===== config.mk =====
export PLATFORM = sky130hd
export DESIGN_NAME = mem_stage_flat
export DESIGN_NICKNAME = d
export VERILOG_FILES = /design/src/rtl/mem_stage_pkg.sv /design/src/rtl/mem_stage_if.sv /design/src/rtl/mem_load_align.sv /design/src/rtl/mem_stage.sv /design/src/flat_wrapper.sv
export SDC_FILE = /design/constraint.sdc
export NUM_CORES = 1
export LEC_CHECK = 0
export ABC_AREA = 1
export CORE_MARGIN = 2
export CORE_UTILIZATION = 40
export DETAILED_ROUTE_END_ITERATION = 16
export PLACE_DENSITY = 0.8
export SLEW_MARGIN = 30
export SYNTH_ARGS = -nofsm -noshare
export SYNTH_HDL_FRONTEND = slang
export SYNTH_SLANG_ARGS = --single-unit

===== constraint.sdc =====
create_clock -name clk -period 1.75 [get_ports clk]
set_input_delay 0.35 -clock clk [delete_from_list [all_inputs] [get_ports clk]]
set_output_delay 0.35 -clock clk [all_outputs]
set_load 0.05 [all_outputs]

===== src/rtl/mem_stage_pkg.sv =====
// mem_stage_pkg
//   Shared definitions for the MEM stage: mem_op encodings, the load/store
//   flag bit position, the access state encoding, and helpers that classify
//   mem_op and build store byte strobes.
//   Encoding 4'b0000 means "no memory access" and is treated as illegal for access.
package mem_stage_pkg;

    localparam int MEM_LOAD_BIT = 3;  // mem_op[3]: 1 = load, 0 = store

    localparam logic [3:0] OP_LD_B  = 4'b1000;
    localparam logic [3:0] OP_LD_H  = 4'b1001;
    localparam logic [3:0] OP_LD_W  = 4'b1010;
    localparam logic [3:0] OP_LD_BU = 4'b1100;
    localparam logic [3:0] OP_LD_HU = 4'b1101;
    localparam logic [3:0] OP_ST_B  = 4'b0100;
    localparam logic [3:0] OP_ST_H  = 4'b0101;
    localparam logic [3:0] OP_ST_W  = 4'b0110;

    typedef enum logic [1:0] {
        MS_IDLE = 2'd0,  // no instruction, or a non-memory instruction
        MS_REQ  = 2'd1,  // request presented, waiting for addr_ok
        MS_WAIT = 2'd2,  // request accepted, waiting for data_ok
        MS_DONE = 2'd3   // response captured, ready to hand to WB
    } ms_state_e;

    // True only for the eight encodings that perform an access.
    function automatic logic mem_op_legal(input logic [3:0] op);
        case (op)
            OP_LD_B, OP_LD_H, OP_LD_W, OP_LD_BU, OP_LD_HU,
            OP_ST_B, OP_ST_H, OP_ST_W: return 1'b1;
            default:                   return 1'b0;
        endcase
    endfunction

    // Byte strobes for a store; zero for any non-store encoding.
    // Halfword stores ignore addr[0].
    function automatic logic [3:0] store_wstrb(input logic [3:0] op, input logic [1:0] addr_lo);
        case (op)
            OP_ST_B: return 4'b0001 << addr_lo;
            OP_ST_H: return addr_lo[1] ? 4'b1100 : 4'b0011;
            OP_ST_W: return 4'b1111;
            default: return 4'b0000;
        endcase
    endfunction

endpackage


===== src/rtl/mem_stage_if.sv =====
// mem_stage_if
//   Data SRAM port with a req/addr_ok/data_ok handshake.
//   master (MEM stage): drives data_sram_req/wr/wstrb/addr/wdata,
//                       receives data_sram_addr_ok/data_ok/rdata.
//   slave  (SRAM):      the reverse.
interface mem_stage_if;
    logic        data_sram_req;
    logic        data_sram_wr;
    logic [3:0]  data_sram_wstrb;
    logic [31:0] data_sram_addr;
    logic [31:0] data_sram_wdata;
    logic        data_sram_addr_ok;
    logic        data_sram_data_ok;
    logic [31:0] data_sram_rdata;

    modport master (
        output data_sram_req, data_sram_wr, data_sram_wstrb, data_sram_addr, data_sram_wdata,
        input  data_sram_addr_ok, data_sram_data_ok, data_sram_rdata
    );

    modport slave (
        input  data_sram_req, data_sram_wr, data_sram_wstrb, data_sram_addr, data_sram_wdata,
        output data_sram_addr_ok, data_sram_data_ok, data_sram_rdata
    );
endinterface


===== src/rtl/mem_load_align.sv =====
// mem_load_align
//   Combinational load data alignment and extension.
//   rdata   in  32  word returned by the data SRAM
//   addr_lo in   2  byte offset of the load address
//   mem_op  in   4  load encoding (b/h/w/bu/hu)
//   result  out 32  selected byte/half, sign- or zero-extended; word as-is
module mem_load_align
    import mem_stage_pkg::*;
(
    input  logic [31:0] rdata,
    input  logic [1:0]  addr_lo,
    input  logic [3:0]  mem_op,
    output logic [31:0] result
);

    logic [7:0]  byte_sel;
    logic [15:0] half_sel;

    always_comb begin
        // NOTE: every output of a combinational block gets a default first,
        // so no path through the case statements can infer a latch.
        byte_sel = rdata[7:0];
        case (addr_lo)
            2'd1:    byte_sel = rdata[15:8];
            2'd2:    byte_sel = rdata[23:16];
            2'd3:    byte_sel = rdata[31:24];
            default: byte_sel = rdata[7:0];
        endcase

        half_sel = addr_lo[1] ? rdata[31:16] : rdata[15:0];

        result = rdata;
        case (mem_op)
            OP_LD_B:  result = {{24{byte_sel[7]}}, byte_sel};
            OP_LD_BU: result = {24'd0, byte_sel};
            OP_LD_H:  result = {{16{half_sel[15]}}, half_sel};
            OP_LD_HU: result = {16'd0, half_sel};
            default:  result = rdata;
        endcase
    end

endmodule


===== src/rtl/mem_stage.sv =====
// mem_stage
//   MEM pipeline stage. Holds one instruction from EXE, issues its memory
//   access on the data SRAM port, aligns load data, and presents the
//   result plus a forwarding bundle to decode and WB.
//   clk, reset (async, active-low)
//   EXE side : es_to_ms_valid, ms_allow_in, es_pc, es_sram_en, es_mem_op,
//              es_addr, es_wdata, es_alu_result, es_rf_we, es_rf_waddr
//   SRAM side: sram (mem_stage_if.master)
//   WB side  : ws_allow_in, ms_to_ws_valid
//   Forward  : ms_valid, ms_fwd_ok, ms_pc, ms_rf_we, ms_rf_waddr, ms_rf_wdata
module mem_stage
    import mem_stage_pkg::*;
#(
    parameter logic [31:0] RESET_PC = 32'h1c000000
) (
    input  logic        clk,
    input  logic        reset,

    input  logic        es_to_ms_valid,
    output logic        ms_allow_in,
    input  logic [31:0] es_pc,
    input  logic        es_sram_en,
    input  logic [3:0]  es_mem_op,
    input  logic [31:0] es_addr,
    input  logic [31:0] es_wdata,
    input  logic [31:0] es_alu_result,
    input  logic [3:0]  es_rf_we,
    input  logic [4:0]  es_rf_waddr,

    mem_stage_if.master sram,

    input  logic        ws_allow_in,
    output logic        ms_to_ws_valid,
    output logic        ms_valid,
    output logic        ms_fwd_ok,
    output logic [31:0] ms_pc,
    output logic [3:0]  ms_rf_we,
    output logic [4:0]  ms_rf_waddr,
    output logic [31:0] ms_rf_wdata
);

    ms_state_e   state_q, state_d;
    logic        access_q;
    logic [3:0]  mem_op_q;
    logic [31:0] addr_q;
    logic [31:0] wdata_q;
    logic [31:0] alu_result_q;
    logic [31:0] rdata_q;
    logic [31:0] load_result;

    logic ms_ready_go;
    logic capture;
    logic leave;
    logic es_access;
    logic is_load;

    assign es_access      = es_sram_en & mem_op_legal(es_mem_op);
    assign ms_ready_go    = (state_q == MS_IDLE && ms_valid) || (state_q == MS_DONE);
    assign ms_allow_in    = !ms_valid || (ms_ready_go && ws_allow_in);
    assign ms_to_ws_valid = ms_valid & ms_ready_go;
    assign capture        = es_to_ms_valid & ms_allow_in;
    assign leave          = ms_to_ws_valid & ws_allow_in;
    assign is_load        = access_q & mem_op_q[MEM_LOAD_BIT];

    // A new capture overrides the departure of the old instruction; only
    // the handshake inputs matter once the access is in flight.
    always_comb begin
        state_d = state_q;
        if (capture) begin
            state_d = es_access ? MS_REQ : MS_IDLE;
        end else if (leave) begin
            state_d = MS_IDLE;
        end else begin
            case (state_q)
                MS_REQ:  if (sram.data_sram_addr_ok) state_d = MS_WAIT;
                MS_WAIT: if (sram.data_sram_data_ok) state_d = MS_DONE;
                default: state_d = state_q;
            endcase
        end
    end

    // NOTE: sequential state uses non-blocking assignments so every register
    // samples the pre-edge value of its inputs regardless of statement order.
    always_ff @(posedge clk or negedge reset) begin
        if (!reset) begin
            state_q      <= MS_IDLE;
            ms_valid     <= 1'b0;
            access_q     <= 1'b0;
            mem_op_q     <= 4'd0;
            addr_q       <= 32'd0;
            wdata_q      <= 32'd0;
            alu_result_q <= 32'd0;
            rdata_q      <= 32'd0;
            ms_pc        <= RESET_PC;
            ms_rf_we     <= 4'd0;
            ms_rf_waddr  <= 5'd0;
        end else begin
            state_q <= state_d;
            if (ms_allow_in) begin
                ms_valid <= es_to_ms_valid;
            end
            if (capture) begin
                access_q     <= es_access;
                mem_op_q     <= es_mem_op;
                addr_q       <= es_addr;
                wdata_q      <= es_wdata;
                alu_result_q <= es_alu_result;
                ms_pc        <= es_pc;
                ms_rf_we     <= es_rf_we;
                ms_rf_waddr  <= es_rf_waddr;
            end
            // data_ok outside WAIT belongs to nothing we own and is dropped.
            if (state_q == MS_WAIT && sram.data_sram_data_ok) begin
                rdata_q <= sram.data_sram_rdata;
            end
        end
    end

    // SRAM request fields come only from stage registers, so the request
    // stays stable while addr_ok is pending and has no path from EXE.
    assign sram.data_sram_req   = (state_q == MS_REQ);
    assign sram.data_sram_wr    = access_q & ~mem_op_q[MEM_LOAD_BIT];
    assign sram.data_sram_wstrb = access_q ? store_wstrb(mem_op_q, addr_q[1:0]) : 4'b0000;
    assign sram.data_sram_addr  = {addr_q[31:2], 2'b00};
    assign sram.data_sram_wdata = wdata_q;

    mem_load_align u_load_align (
        .rdata   (rdata_q),
        .addr_lo (addr_q[1:0]),
        .mem_op  (mem_op_q),
        .result  (load_result)
    );

    assign ms_rf_wdata = is_load ? load_result : alu_result_q;
    // A load's register value is unknown until the response is captured.
    assign ms_fwd_ok   = !(is_load && state_q != MS_DONE);

endmodule

===== src/flat_wrapper.sv =====
// flat-port wrapper written by rule: the top's interface ports become plain ports
module mem_stage_flat import mem_stage_pkg::*;
#(
    parameter logic [31:0] RESET_PC = 32'h1c000000
)
  (clk, reset, es_to_ms_valid, ms_allow_in, es_pc, es_sram_en, es_mem_op, es_addr, es_wdata, es_alu_result, es_rf_we, es_rf_waddr, ws_allow_in, ms_to_ws_valid, ms_valid, ms_fwd_ok, ms_pc, ms_rf_we, ms_rf_waddr, ms_rf_wdata, sram_data_sram_req, sram_data_sram_wr, sram_data_sram_wstrb, sram_data_sram_addr, sram_data_sram_wdata, sram_data_sram_addr_ok, sram_data_sram_data_ok, sram_data_sram_rdata);
  mem_stage_if sram_i ();
  input  logic clk;
  input  logic reset;
  input  logic es_to_ms_valid;
  output logic ms_allow_in;
  input  logic [31:0] es_pc;
  input  logic es_sram_en;
  input  logic [3:0] es_mem_op;
  input  logic [31:0] es_addr;
  input  logic [31:0] es_wdata;
  input  logic [31:0] es_alu_result;
  input  logic [3:0] es_rf_we;
  input  logic [4:0] es_rf_waddr;
  input  logic ws_allow_in;
  output logic ms_to_ws_valid;
  output logic ms_valid;
  output logic ms_fwd_ok;
  output logic [31:0] ms_pc;
  output logic [3:0] ms_rf_we;
  output logic [4:0] ms_rf_waddr;
  output logic [31:0] ms_rf_wdata;
  output wire logic [$bits(sram_i.data_sram_req)-1:0] sram_data_sram_req;
  output wire logic [$bits(sram_i.data_sram_wr)-1:0] sram_data_sram_wr;
  output wire logic [$bits(sram_i.data_sram_wstrb)-1:0] sram_data_sram_wstrb;
  output wire logic [$bits(sram_i.data_sram_addr)-1:0] sram_data_sram_addr;
  output wire logic [$bits(sram_i.data_sram_wdata)-1:0] sram_data_sram_wdata;
  input wire logic [$bits(sram_i.data_sram_addr_ok)-1:0] sram_data_sram_addr_ok;
  input wire logic [$bits(sram_i.data_sram_data_ok)-1:0] sram_data_sram_data_ok;
  input wire logic [$bits(sram_i.data_sram_rdata)-1:0] sram_data_sram_rdata;
  assign sram_data_sram_req = sram_i.data_sram_req;
  assign sram_data_sram_wr = sram_i.data_sram_wr;
  assign sram_data_sram_wstrb = sram_i.data_sram_wstrb;
  assign sram_data_sram_addr = sram_i.data_sram_addr;
  assign sram_data_sram_wdata = sram_i.data_sram_wdata;
  assign sram_i.data_sram_addr_ok = sram_data_sram_addr_ok;
  assign sram_i.data_sram_data_ok = sram_data_sram_data_ok;
  assign sram_i.data_sram_rdata = sram_data_sram_rdata;
  mem_stage #(.RESET_PC(RESET_PC)) u_core (.clk(clk), .reset(reset), .es_to_ms_valid(es_to_ms_valid), .ms_allow_in(ms_allow_in), .es_pc(es_pc), .es_sram_en(es_sram_en), .es_mem_op(es_mem_op), .es_addr(es_addr), .es_wdata(es_wdata), .es_alu_result(es_alu_result), .es_rf_we(es_rf_we), .es_rf_waddr(es_rf_waddr), .sram(sram_i), .ws_allow_in(ws_allow_in), .ms_to_ws_valid(ms_to_ws_valid), .ms_valid(ms_valid), .ms_fwd_ok(ms_fwd_ok), .ms_pc(ms_pc), .ms_rf_we(ms_rf_we), .ms_rf_waddr(ms_rf_waddr), .ms_rf_wdata(ms_rf_wdata));
endmodule

Word level (Yosys, flattened, before mapping) --
Memories as Yosys holds them, arrays and structs flattened. Cells that the tools add are included.
Storage, ports and cells: register bits after elaboration 177, memory bits (read-only) 16, input port bits 180, output and inout port bits 147, word-level logic and storage cells 60, memories kept 1
Operators by class: equality and inequality tests 16, shift operators 1, multiplexer cells 13, bitwise gates (word level) 7, reductions and logical operators 11
Memory list:
- (name not given) | words 16, bits a word 1, rd ports 1, clocked after Yosys merged registers in 0, write ports 0, RTL line mem_stage_pkg.sv:28 | case (op)
Operators with widths (count):
- $pmux W32 S4 | 1
- $mux W32 | 1
- $pmux W8 S3 | 1
- $eq A4 B4 Y1 const B | 4
- $mux W16 | 1
- $eq A4 B3 Y1 const B | 3
- $pmux W4 S3 | 1
- $eq A2 B2 Y1 const B | 4
- $mux W2 | 4
- $mux W4 | 2
- $and A1 B1 Y1 | 6
- $eq A2 B1 Y1 const B | 2
- $logic_and A1 B1 Y1 | 4
- $ne A4 B1 Y1 const B | 1
- $ne A4 B2 Y1 const B | 1
- $pmux W2 S2 | 1
- $reduce_bool A4 Y1 | 1
- $shl A1 B2 Y4 const A | 1
- $reduce_and A3 Y1 | 1
- $logic_not A1 Y1 | 2
- $logic_not A2 Y1 | 1
- $logic_or A1 B1 Y1 | 2
- $ne A2 B2 Y1 const B | 1
- $mux W1 | 1
- $not A1 Y1 | 1

Depth between registers and ports, before layout --
depth after elaboration 8, depth in mapped cells 10

Hierarchy --
A second synthesis with hierarchy kept.
Unflattened totals: cell total of the unflattened synthesis 1053, area total of the unflattened synthesis 8470.6 um^2
Modules (own cells, without submodules):
- mem_stage | instances 1, cells each 872, area an instance 7581.0 um^2, seq. area each 4433.0 um^2
- mem_load_align | instances 1, cells each 181, area an instance 889.6 um^2, seq. area each 0.0 um^2

Worst setup path after synthesis --
OpenSTA, ideal clock, no wires.
path type register -> output, start reg u_core.addr_q[1], end out ms_rf_wdata[10], arrival 1.873 ns, slack -0.473 ns, stages on the path, launching flop included 8, buffers on the path 2, path through dfrtp_1 buf_2 inv_4 nand2_1 nand3_1 nand4_2 buf_2 a21oi_1
Between the ends: cells in the longest elaborated chain, start to end 4, elaborated cells between the ends (all ways) 7
RTL lines:
- from (decl) | RTL line mem_stage.sv:45 | logic [31:0] addr_q;
- from (signal assigned) | RTL line mem_stage.sv:105 | addr_q <= es_addr;
- $eq A2 B2 Y1 / $eq A2 B1 Y1 (equally long branches) | RTL line mem_load_align.sv:23 | case (addr_lo)
- $pmux W8 S3 | RTL line mem_load_align.sv:23
- $pmux W32 S4 * | RTL line mem_load_align.sv:33 | case (mem_op)
- $mux W32 * | RTL line mem_stage.sv:134 | assign ms_rf_wdata = is_load ? load_result : alu_result_q;
- to (decl) | RTL line flat_wrapper.sv:27 | output logic [31:0] ms_rf_wdata;
Every way passes the cells marked *; elsewhere a longest branch is shown, timed or not.

Worst setup path after layout --
start reg u_core.mem_op_q[0], end out ms_rf_wdata[20]
Between the ends: cells in the longest elaborated chain, start to end 3, elaborated cells between the ends (all ways) 6
RTL lines:
- from (decl) | RTL line mem_stage.sv:44 | logic [3:0] mem_op_q;
- from (signal assigned) | RTL line mem_stage.sv:104 | mem_op_q <= es_mem_op;
- $eq A4 B4 Y1 | RTL line mem_load_align.sv:33
- $pmux W32 S4 * | RTL line mem_load_align.sv:33
- $mux W32 * | RTL line mem_stage.sv:134
Marks and branches as above.

==> metrics.md <==
| Metric | Value |
|---|---|
| Drt wl/cell | `17.4 um` |
| Post-DRT Antenna Nets | `0` |
| Final HPWL DP | `18800 um` |
| Hold Path Class | `input port to asynchronous set/reset pin` |
| Post-DP Area | `12000 um^2` |
| Drt first pass iters | `5` |
| Max FO, Critical Path | `5` |
| Data arrival, critical path | `2.05 ns` |
| Unique masters post-synth | `29` |
| Clock power frac | `13.1%` |
| Setup-failing EPs final | `37` |
| Power per cell area | `2240 nW/um^2` |
| Worst vdd ir | `1360 uV` |
| N_diodes | `0` |
| Worst-path clk slew | `0.08 ns` |
| Fmax | `416 MHz` |
| Final Cell Area | `13300 um^2` |
| Minimum clock period | `2.40 ns` |
| FP Rows | `52` |
| Endpoint class of the critical path | `primary output` |
| Setup ws final | `-0.655 ns` |
| Syn Inst Count | `988` |
| Setup Skew | `0.0128 ns` |
| Fin util | `65.9%` |
| Final hold slack | `0.423 ns` |
| Sequential power share | `25.1%` |
| Max-cap violation count | `0` |
| CTS Sinks | `177` |
| Synthesized area | `8260 um^2` |
| CP max stage cell | `dfrtp_1` |
| Layout area overhead | `61.5%` |
| Total track usage | `24.8%` |
| Die Width | `148 um` |
| Total power | `29.8 mW` |
| Max incr delay on CP | `0.44 ns` |
| Number of global-route vias before repair | `8085` |
| Fraction of registers with async set/reset | `100%` |
| Die height | `148 um` |
| GR Overflow Total | `0` |
| Core area | `20200 um^2` |
| Comb pwr share | `61.8%` |
| CTS tree | `yes` |
| Global placement routability congestion | `0.890` |
| Unrepaired setup endpoints after global routing | `true` |
| Port Buffers | `324` |
| EDFF count, synth | `0` |
| Via count | `7902` |
| Worst skew pair latency | `0.42 ns` |
| P_sw | `14.9 mW` |
| CTS root buf | `clkbuf_16` |
| Via-to-Cell Ratio | `4.92` |
| Hold Violations, Final | `0` |
| Layout Cells excl Fill | `1605` |
| Cell count after placement | `1549` |
| Iter 0 DRT Violations | `434` |
| Period utilization | `137%` |
| Pin count of the biggest net entering global routing | `77` |
| Post-synthesis average cell area | `8.36 um^2` |
| Switching share of power | `49.8%` |
| Crit-path cells | `nor2_2 -> nand2_2 -> inv_2 -> nand4_4 -> buf_12 -> buf_12 -> nand3_1 -> nand2_2 -> clkinvlp_4 -> buf_12` |
| Main synth FF type | `dfrtp_1` |
| Ratio of cells with drive above 1 in the final layout | `30.9%` |
| First-pass GRT wire length | `42400 um` |
| Critical Path RT | `1.40 ns` |
| Drc violations | `0` |
| H-tree levels | `4` |
| Initial antenna violation count | `0` |
| Internal power | `15.0 mW` |
| CP dominant cell by count | `buf_12` |
| Setup Crit Path Kind | `flop to primary output` |
| Leak | `6.61 nW` |
| Yosys reg bits | `177` |
| Seq/Total Area, Yosys | `53.7%` |
| Starting Density | `40.8%` |
| Clock Path Buffers | `2` |
| Max-slew violation count | `0` |
| Setup crit start kind | `flop` |
| Synth warnings | `0` |
| TritonCTS buffer count | `17` |
| Die Area | `21800 um^2` |
| Failing checks | `negative setup slack` |
| Ports | `327` |
| Nets | `1502` |
| Status | `finished, violations left` |
| Routed WL | `27900 um` |
-- worst max-delay path: cells and delay by family, from the launching register on --
kind | cells | cell delay [ns]
DFF | 1 | 0.44
buffers and inverters | 5 | 0.63
and+or+nand+nor | 5 | 0.55
-- logic make-up (layout without fill, tap and decap cells) --
group | count (synthesis) | after routing | synth area share [%]
multiplexers | 28 | 28 | 3.82
flip-flops | 177 | 177 | 53.7
other | 1 | 2 | 0.0454
buffers and inverters | 125 | 470 | 9.87
AO/OA/AOI/OAI | 65 | 65 | 4.24
AND/OR/NAND/NOR | 592 | 593 | 28.4
-- cell usage after synthesis (2+ instances only) --
cell type	instances	share of area, %
dfstp_2	3	0.95
nand3_1	31	1.9
or2_2	13	0.98
nand2_2	5	0.38
buf_4	35	3.2
dfrtp_1	174	53
nand2_1	513	23
inv_2	3	0.14
buf_6	26	3.5
clkbuf_1	6	0.27
nor3_1	4	0.24
o21ai_1	5	0.30
nor2_1	18	0.82
a21oi_1	36	2.2
mux2_2	28	3.8
o211ai_1	7	0.64
nand4_2	2	0.30
or2_0	3	0.23
buf_2	14	0.85
o21ai_0	14	0.85
inv_1	40	1.8
-- cell usage in the layout, fill, tap and decap left out, types with 6 or more instances in the layout --
| cell type | netlist | routed |
|---|---|---|
| buf_12 | 0 | 51 |
| mux2_2 | 28 | 28 |
| inv_1 | 40 | 16 |
| o21ai_1 | 5 | 12 |
| or2_2 | 13 | 13 |
| nor2_1 | 18 | 13 |
| clkinvlp_4 | 0 | 13 |
| nand3_2 | 0 | 6 |
| inv_6 | 0 | 6 |
| nand2_4 | 0 | 8 |
| a21oi_4 | 0 | 16 |
| dfrtp_1 | 174 | 171 |
| inv_2 | 3 | 10 |
| nand3_1 | 31 | 23 |
| clkdlybuf4s50_1 | 0 | 178 |
| buf_4 | 35 | 142 |
| o211ai_1 | 7 | 7 |
| nand2_2 | 5 | 39 |
| clkbuf_16 | 0 | 17 |
| nand2_1 | 513 | 471 |
| buf_6 | 26 | 14 |
| a21oi_1 | 36 | 21 |
-- worst paths after layout --
check | start | end | slack [ns] | cells after the start
max | u_core.mem_op_q[0] | ms_rf_wdata[20] | -0.65 | 10
min | reset | u_core.rdata_q[9] | 0.42 | 2
max reg2reg | u_core.state_q[0] | u_core.addr_q[1] | 0.15 | 9
min reg2reg | u_core.alu_result_q[16] | u_core.alu_result_q[16] | 0.48 | 2
max in group asynchronous | reset | u_core.ms_pc[26] | 0.69 | 3
min in group clk | es_pc[28] | u_core.ms_pc[28] | 0.42 | 3
-- area by class of cell --
cell class / count / area, um^2
clock buffer: 17 / 425
clock inverter: 15 / 190
fill: 1579 / 6890
inverter: 44 / 234
multi-input combinational: 688 / 3510
sequential: 177 / 4440
tap: 270 / 338
timing repair buffer: 394 / 4210
-- what timing repair did --
item                                   in CTS  in global routing
gates cloned                                6                  0
pin swaps                                  23                 17
setup buffers                              14                  6
hold buffers                                1                  0
endpoints found under the hold margin      26                  0
setup endpoints to repair                  38                 93
gates resized for setup                   102                 39
-- routing by layer --
layer,up-vias,global-route usage [%],wire length [um]
met2,396,43.0,14000
met1,3720,28.6,10200
met5,-,0,0
met3,92,7.01,2310
li1,3694,-,-
met4,0,11.1,1380
-- per-stage QoR --
step / TNS [ns] / setup WS, ns
floorplan: -0.0322 / -0.00626
global placement: -3.89 / -0.0798
detailed placement: -5.18 / -0.132
CTS: -17.38 / -0.514
global route: -23.32 / -0.709
finish: -20.68 / -0.655
-- sequential cells by signal (all words and copies together), names as in the netlist --
| name | count |
|---|---|
| u_core.addr_q | 32 |
| u_core.ms_valid | 1 |
| u_core.state_q | 2 |
| u_core.alu_result_q | 32 |
| u_core.ms_pc | 32 |
| u_core.mem_op_q | 4 |
| u_core.sram.data_sram_wdata | 32 |
| u_core.ms_rf_waddr | 5 |
| u_core.ms_rf_we | 4 |
| u_core.access_q | 1 |
| u_core.rdata_q | 32 |
-- power by group through the flow --
| stage | clock (mW) | combinational, mW | sequential [mW] |
|---|---|---|---|
| final | 3.92 | 18.4 | 7.48 |
| after detailed placement | 0 | 16.9 | 7.33 |
| after floorplan | 0 | 8.30 | 9.82 |
| after global placement | 0 | 16.6 | 7.28 |
| after CTS | 3.97 | 17.9 | 7.38 |
| after global routing | 4.18 | 19.3 | 7.67 |
No activity file was read; power rests on OpenSTA's default activity.
